### src/rtl/multi_register_bank_pkg.sv
// rtl/multi_register_bank_pkg.sv - shared FunSel encoding for the register bank
package multi_register_bank_pkg;

    localparam int FUNSEL_W = 3;

    typedef enum logic [FUNSEL_W-1:0] {
        FS_DEC  = 3'b000,
        FS_INC  = 3'b001,
        FS_LOAD = 3'b010,
        FS_CLR  = 3'b011,
        FS_LDLZ = 3'b100,
        FS_LDLK = 3'b101,
        FS_LDHK = 3'b110,
        FS_SEXT = 3'b111
    } funsel_t;

endpackage

### src/rtl/multi_register_bank_if.sv
// rtl/multi_register_bank_if.sv - write-control and read-port bundle of the register bank
interface multi_register_bank_if
    import multi_register_bank_pkg::*;
#(
    parameter int WIDTH = 16,
    parameter int NREG  = 4
);
    localparam int SEL_W = $clog2(NREG);

    logic [NREG-1:0]  RegSel;
    funsel_t          FunSel;
    logic [WIDTH-1:0] I;
    logic [SEL_W-1:0] OutASel;
    logic [SEL_W-1:0] OutBSel;
    logic [WIDTH-1:0] OutA;
    logic [WIDTH-1:0] OutB;
    logic [NREG-1:0]  Wrap;

    modport master (
        output RegSel, FunSel, I, OutASel, OutBSel,
        input  OutA, OutB, Wrap
    );

    modport slave (
        input  RegSel, FunSel, I, OutASel, OutBSel,
        output OutA, OutB, Wrap
    );
endinterface

### src/rtl/multi_register_bank_register_cell.sv
// rtl/multi_register_bank_register_cell.sv - one WIDTH-bit register executing FunSel when enabled
module register_cell
    import multi_register_bank_pkg::*;
#(
    parameter int               WIDTH     = 16,
    parameter logic [WIDTH-1:0] RESET_VAL = '0
) (
    input  logic             Clock,
    input  logic             Reset,
    input  logic             E,
    input  funsel_t          FunSel,
    input  logic [WIDTH-1:0] I,
    output logic [WIDTH-1:0] Q,
    output logic             Wrap
);
    localparam int H = WIDTH / 2;

    logic [WIDTH-1:0] q_next;
    logic             wrap_next;

    always_comb begin
        q_next    = Q;
        wrap_next = 1'b0;
        case (FunSel)
            FS_DEC: begin
                q_next    = Q - 1'b1;
                wrap_next = (Q == '0);
            end
            FS_INC: begin
                q_next    = Q + 1'b1;
                wrap_next = &Q;
            end
            FS_LOAD: q_next = I;
            FS_CLR:  q_next = '0;
            FS_LDLZ: q_next = {{(WIDTH-H){1'b0}}, I[H-1:0]};
            FS_LDLK: q_next = {Q[WIDTH-1:H], I[H-1:0]};
            FS_LDHK: q_next = {I[H-1:0], Q[H-1:0]};
            FS_SEXT: q_next = {{(WIDTH-H){I[H-1]}}, I[H-1:0]};
        endcase
    end

    // Wrap is only rewritten when this register actually executes.
    always_ff @(posedge Clock or posedge Reset) begin
        if (Reset) begin
            Q    <= RESET_VAL;
            Wrap <= 1'b0;
        end else if (E) begin
            Q    <= q_next;
            Wrap <= wrap_next;
        end
    end
endmodule

### src/rtl/multi_register_bank.sv
// rtl/multi_register_bank.sv - NREG-entry register file with shared FunSel and two read ports
module multi_register_bank
    import multi_register_bank_pkg::*;
#(
    parameter int               WIDTH     = 16,
    parameter int               NREG      = 4,
    parameter logic [WIDTH-1:0] RESET_VAL = '0
) (
    input  logic                 Clock,
    input  logic                 Reset,
    multi_register_bank_if.slave bus
);
    logic [WIDTH-1:0] q [NREG];
    logic [NREG-1:0]  wrap;

    for (genvar k = 0; k < NREG; k++) begin : g_cell
        register_cell #(
            .WIDTH     (WIDTH),
            .RESET_VAL (RESET_VAL)
        ) u_cell (
            .Clock  (Clock),
            .Reset  (Reset),
            .E      (bus.RegSel[k]),
            .FunSel (bus.FunSel),
            .I      (bus.I),
            .Q      (q[k]),
            .Wrap   (wrap[k])
        );
    end

    // Reads see pre-edge state; there is deliberately no write bypass.
    assign bus.OutA = q[bus.OutASel];
    assign bus.OutB = q[bus.OutBSel];
    assign bus.Wrap = wrap;
endmodule

### src/flat_wrapper.sv
// flat-port wrapper written by rule: the top's interface ports become plain ports
module multi_register_bank_flat import multi_register_bank_pkg::*;
#(
    parameter int               WIDTH     = 16,
    parameter int               NREG      = 4,
    parameter logic [WIDTH-1:0] RESET_VAL = '0
)
  (Clock, Reset, bus_RegSel, bus_FunSel, bus_I, bus_OutASel, bus_OutBSel, bus_OutA, bus_OutB, bus_Wrap);
  multi_register_bank_if #(.WIDTH(WIDTH), .NREG(NREG)) bus_i ();
  input  logic Clock;
  input  logic Reset;
  input wire logic [$bits(bus_i.RegSel)-1:0] bus_RegSel;
  input wire logic [$bits(bus_i.FunSel)-1:0] bus_FunSel;
  input wire logic [$bits(bus_i.I)-1:0] bus_I;
  input wire logic [$bits(bus_i.OutASel)-1:0] bus_OutASel;
  input wire logic [$bits(bus_i.OutBSel)-1:0] bus_OutBSel;
  output wire logic [$bits(bus_i.OutA)-1:0] bus_OutA;
  output wire logic [$bits(bus_i.OutB)-1:0] bus_OutB;
  output wire logic [$bits(bus_i.Wrap)-1:0] bus_Wrap;
  assign bus_i.RegSel = bus_RegSel;
  assign bus_i.FunSel = bus_FunSel;
  assign bus_i.I = bus_I;
  assign bus_i.OutASel = bus_OutASel;
  assign bus_i.OutBSel = bus_OutBSel;
  assign bus_OutA = bus_i.OutA;
  assign bus_OutB = bus_i.OutB;
  assign bus_Wrap = bus_i.Wrap;
  multi_register_bank #(.WIDTH(WIDTH), .NREG(NREG), .RESET_VAL(RESET_VAL)) u_core (.Clock(Clock), .Reset(Reset), .bus(bus_i));
endmodule
### config.mk
export PLATFORM = sky130hd
export DESIGN_NAME = multi_register_bank_flat
export DESIGN_NICKNAME = d
export VERILOG_FILES = /design/src/rtl/multi_register_bank_pkg.sv /design/src/rtl/multi_register_bank_if.sv /design/src/rtl/multi_register_bank_register_cell.sv /design/src/rtl/multi_register_bank.sv /design/src/flat_wrapper.sv
export SDC_FILE = /design/constraint.sdc
export NUM_CORES = 1
export LEC_CHECK = 0
export CAP_MARGIN = 20
export CORE_UTILIZATION = 43
export DETAILED_ROUTE_END_ITERATION = 16
export PLACE_DENSITY = 0.66
export SLEW_MARGIN = 40
export SYNTH_ARGS = -nofsm -noshare
export SYNTH_HDL_FRONTEND = slang
export SYNTH_SLANG_ARGS = --single-unit
export TNS_END_PERCENT = 10
### constraint.sdc
create_clock -name Clock -period 6.11 [get_ports Clock]
set_input_delay 1.222 -clock Clock [delete_from_list [all_inputs] [get_ports Clock]]
set_output_delay 1.222 -clock Clock [all_outputs]
set_load 0.03 [all_outputs]
After elaboration in Yosys (flattened, before gate mapping)
Cells that the tools add are included.
Operators by class
  $add $sub $neg: 8
  $lt $le $gt $ge: 2
  eq/ne operators: 7
  muxes and demuxes: 14
  bitwise logic cells: 4
  reductions and logical operators: 17
Operators by type and width (number)
  $pmux W16 S8: 4
  $add A16 B1 Y16 const B: 4
  $bmux W16 S2: 2
  $logic_not A16 Y1: 4
  $mux W16: 4
  $reduce_and A16 Y1: 4
  $sub A16 B1 Y16 const B: 4
  $reduce_and A2 Y1: 8
  $eq A3 B3 Y1 const B: 4
  $pmux W1 S2: 4
  $eq A3 B2 Y1 const B: 2
  $ge A3 B3 Y1 const B: 2
  $not A2 Y3: 2
  $eq A3 B1 Y1 const B: 1
  $logic_not A3 Y1: 1
  $not A1 Y1: 2
Word-level totals
  register bits after elaboration: 68
  input bits: 29
  output and inout bits: 36
  logic and storage cells: 64

Logic depth before layout (Yosys ltp)
  depth in word-level cells: 4
  mapped depth: 14
  depth with buffers taken out: 12

Modules after synthesis
From an unflattened synthesis, not the netlist that was laid out.
Second synthesis, totals
  cells, all modules: 948
  area, all modules: 8246.7 µm²
Modules (own cells, without submodules)
  register_cell (u_core.g_cell[1].u_cell ...): times used 3, cells each 224, area each 1843.0 µm², sequential area each 425.4 µm²
  register_cell (u_core.g_cell[0].u_cell): times used 1, cells each 236, area each 1869.3 µm², sequential area each 425.4 µm²
  multi_register_bank: times used 1, cells each 40, area each 848.3 µm², sequential area each 0.0 µm²

Least setup slack after synthesis
No wires, ideal clock.
  path type: input -> register
  start point: input bus_FunSel[2]
  end point: register u_core.g_cell[0].u_cell.Q[15]
  setup time: 132 ps
  data arrival time: 4979 ps
  data required time: 5978 ps
  path slack: 999 ps
  cell stages on the path: 13
  path buffers: 2
  path through: clkbuf_1 > nor2_1 > clkbuf_1 > nand2_1 > ha_1 > a211oi_2 > o211ai_1 > a21o_1 > o311a_1 > a211o_1 > a21oi_2 > xor2_1 > o211ai_1
Between the ends
  longest elaborated chain between the ends: 3
  elaborated cells on any way between the ends: 11
  those cells by class: 7 x eq/ne; 1 x mux; 1 x bitwise; 2 x reduce/logical
Ends and longest elaborated chain
  start, declared: line flat_wrapper.sv:13  | input wire logic [$bits(bus_i.FunSel)-1:0] bus_FunSel;
  branches (longest 3 deep; another with $pmux W16 S8)
  end signal, assigned: line multi_register_bank_register_cell.sv:48  | Q <= q_next;
  end, declared: line multi_register_bank_register_cell.sv:13  | output logic [WIDTH-1:0] Q,
Several ways; the timed one is not identified.
A chain may end at the register's enable or synchronous reset.

Worst setup path after layout
  start point: input bus_FunSel[2]
  end point: register u_core.g_cell[0].u_cell.Q[14]
The elaborated chain is that of the path after synthesis.

==> flow_summary_export.csv <==
group,metric,value,unit
outcome,status,"completed",
floorplan,die_y,130,um
sta,finalSetupViolCount,0,
worst_setup_path,crit_path_end_kind,"flop",
worst_setup_path,r2r_cells,10,
pwr,clock_power_share,0.165,
clocking,cts_buffers,9,
route,drtIter0Drc,581,
floorplan,die-area,0.0169,mm2
pwr,peakVddDrop,0.000147,V
worst_setup_path,crit_start,"bus_FunSel[2]",
pwr,p_switching,0.00131,W
global_routing,grt_max_degree,47,
worst_setup_path,slowest_stage,"clkdlybuf4s50_1",
worst_setup_path,cp.required,6.31,ns
synthesis,avgSynthCellArea,8.42,um2
clocking,cts_sinks,68,
finish,n_antenna_cell,0,
synthesis,synth_xor_area_frac,0.0509,
worst_hold_path,hp-class,"flop to flop",
worst_setup_path,r2r-start,"u_core.g_cell[0].u_cell.Q[0]",
synthesis,synth_cells,838,
sta,finClkSkew,0.00659,ns
sta,finalHoldViolCount,0,
pwr,p_comb_frac,0.569,
worst_setup_path,slowest_delay,0.82,ns
route,ant_nets,0,
worst_setup_path,arrival,4.91,ns
finish,post-route-util,0.510,
synthesis,syn_area,0.00706,mm2
route,wl,22600,um
sta,fmax,212,MHz
global_routing,groute.usage.overall,0.284,
clocking,clk_latency,0.34,ns
global_routing,grt_pass1_vias,6580,
route,first_pass_iters,5,
clocking,cts_resized,0,
synthesis,yosys.area_share.simple,0.176,
synthesis,synth_ff_type,"dfrtp_1",
clocking,cts_setup_buffers,0,
synthesis,ys_warn_count,0,
floorplan,rows,46,
floorplan,core-area,0.0159,mm2
synthesis,muxShareOfSynthArea,0.120,
synthesis,synth_top_family_by_area,"compound AO/OA/AOI/OAI gates",
pwr,switching_share,0.457,
pwr,powerDensity,353,mW/mm2
synthesis,synth_cell_type_count,61,
worst_setup_path,crit_chain,"clkdlybuf4s50_1 -> nor2_4 -> nand2_2 -> inv_1 -> fa_1 -> nor2b_1 -> o21ai_0 -> a21o_1 -> a21oi_1 -> a31oi_1 -> o21ai_0 -> xnor2_1 -> o221ai_1",
sta,relSlewSlack,0.566,
sta,min_period,4.71,ns
place,dp_hpwl,17000,um
worst_hold_path,min_from,"u_core.g_cell[0].u_cell.Wrap",
floorplan,start_util,0.443,
sta,worstMarginPinSlew,0.651,ns
synthesis,synth-compound-area-share,0.250,
synthesis,synthAdderAreaFrac,0.118,
synthesis,seq_area_frac_synth,0.241,
sta,post-route-period-util,0.770,
clocking,path_clk_slew,0.06,ns
finish,fill_cells,1516,
worst_hold_path,hold_depth,2,
worst_setup_path,reg2reg_slack,3.34,ns
pwr,power_frac_seq,0.266,
floorplan,fp.dieW,130,um
worst_setup_path,crit_path_start_kind,"primary input",
global_routing,grt_pass1_wl,35800,um
finish,drive_gt1_frac,0.0771,
pwr,leakage,3.37,nW
synthesis,synth_edf_count,0,
synthesis,ys_async_sr_fraction,1.00,
global_routing,antenna_found_initial,0,
sta,final-max-slew-violation-count,0,
worst_setup_path,r2r-end,"u_core.g_cell[0].u_cell.Q[14]",
job,max-cap-violations,0,
place,gp_congestion,0.936,
worst_setup_path,path_class,"primary input to flop",
global_routing,grt.overflow.total,0,
synthesis,ys_ff_latch,68,
floorplan,io_pins,65,
finish,layout.nets,971,
worst_setup_path,critPathMaxFanout,27,
route,vias_per_cell,6.31,
synthesis,syn-num-nets,931,
pwr,p_int,0.00156,W
worst_hold_path,min_to,"u_core.g_cell[0].u_cell.Wrap",
route,drc_errors,0,
place,numPortBuffers,64,
clocking,h-tree-depth,3,
finish,area_growth,15.1,%
route,wl_per_cell,20.6,um
clocking,clock_path_buffers,2,
clocking,cts_tree,"built",
worst_setup_path,timing.critical_path.mode_cell,"o21ai_0",
sta,rsz0062_at_grt,"false",
clocking,cts_hold_buf,0,
clocking,cts_root_buf,"clkbuf_16",
route,vias,6929,
sta,fin_tns_setup,0,ns
==> flip-flops by register name (all words and copies together) (netlist names) <==
| signal | flops |
|---|---|
| u_core.g_cell.u_cell.Q | 64 |
| u_core.g_cell.u_cell.Wrap | 4 |
==> synthesized netlist by cell type (13+ instances only) <==
cell	number	area, um2
nand2_1	99	372
o21ai_0	82	410
a21oi_1	81	405
dfrtp_1	68	1700
ha_1	60	751
nor2_1	53	199
inv_1	36	135
clkbuf_1	35	131
mux4_2	32	721
nand4_1	26	163
xnor2_1	25	219
a21o_1	22	165
nor4_1	21	131
xor2_1	16	140
nand2b_1	14	87.6
a31oi_1	13	81.3
==> routing by layer <==
layer	vias to the layer above	GRT usage	wire length (um)
li1	3234	-	-
met1	3391	0.378	9590
met2	270	0.473	10900
met3	34	0.0451	1620
met4	0	0.0896	523
met5	-	0	0
==> cell usage in the layout (no fill, tap or decap), drive strengths merged, types with 5 or more instances in the layout <==
master and instances:
ha 60, dfrtp 68, o21a 9, nand3 12, clkbuf 12, o21ai 85
o211ai 7, a22o 6, a21oi 83, xnor2 25, a21o 22, mux2i 8
inv 36, nor4 21, nand2 99, clkdlybuf4s50 64, nand4 26, xor2 16
mux4 32, buf 8, o221ai 9, o21bai 5, nor2 53, a31oi 13
a211oi 5, nor2b 12, nor3 8, nand2b 14
==> worst max path at each step <==
stage / depth (start not counted) / to / slack, ns
global route: 13 / u_core.g_cell[0].u_cell.Q[14] / 1.13
finish: 13 / u_core.g_cell[0].u_cell.Q[14] / 1.40
floorplan: 13 / u_core.g_cell[0].u_cell.Q[15] / 1.0
CTS: 13 / u_core.g_cell[0].u_cell.Q[14] / 1.45
global placement: 13 / u_core.g_cell[0].u_cell.Q[14] / 1.20
detailed placement: 13 / u_core.g_cell[0].u_cell.Q[14] / 1.12
==> critical path, delay by kind of cell <==
kind | cells | cell delay, ns
xor+xnor | 1 | 0.15
fa+ha+maj | 1 | 0.48
simple gates | 3 | 0.71
compound gates | 6 | 1.19
buf+inv | 2 | 1.15
==> final cells by class <==
type	instances	area [um2]	area share
flip-flops and latches	68	1700	0.209
clock buffers	12	236	0.0291
well taps	216	270	0.0333
multi-input cells	691	5050	0.622
repair buffers	72	713	0.0878
inverters	36	135	0.0166
clock inverters	3	15.0	0.00185
==> stage by stage <==
step | area [um2] | total power, W | cells | hold slack, ns | setup slack (ns)
4_1_cts | 8130 | 0.00286 | 1098 | 0.547 | 1.45
6_report | 8130 | 0.00287 | 1098 | 0.541 | 1.40
3_5_place_dp | 7870 | 0.00237 | 1083 | 0.539 | 1.12
2_1_floorplan | 7060 | 0.00192 | 838 | 0.515 | 0.999
3_3_place_gp | 7870 | 0.00236 | 1083 | 0.533 | 1.20
5_1_grt | 8130 | 0.00308 | 1098 | 0.568 | 1.13
==> power groups by stage <==
| stage | Clock, W | Combinational, W | Sequential (W) |
|---|---|---|---|
| 2_1_floorplan | 0 | 0.00125 | 0.000664 |
| 3_3_place_gp | 0 | 0.00160 | 0.000759 |
| 3_5_place_dp | 0 | 0.00161 | 0.000762 |
| 4_1_cts | 0.000482 | 0.00162 | 0.000755 |
| 5_1_grt | 0.000507 | 0.00179 | 0.000781 |
| 6_report | 0.000474 | 0.00163 | 0.000764 |
==> logic make-up after synthesis <==
group / Yosys count
AOI/OAI and AO/OA: 282
buffers and inverters: 79
muxes: 44
and+or+nand+nor: 260
xor gates and xnor gates: 41
adders and majority gates: 64
DFF: 68
(Power assumes the default switching activity.)
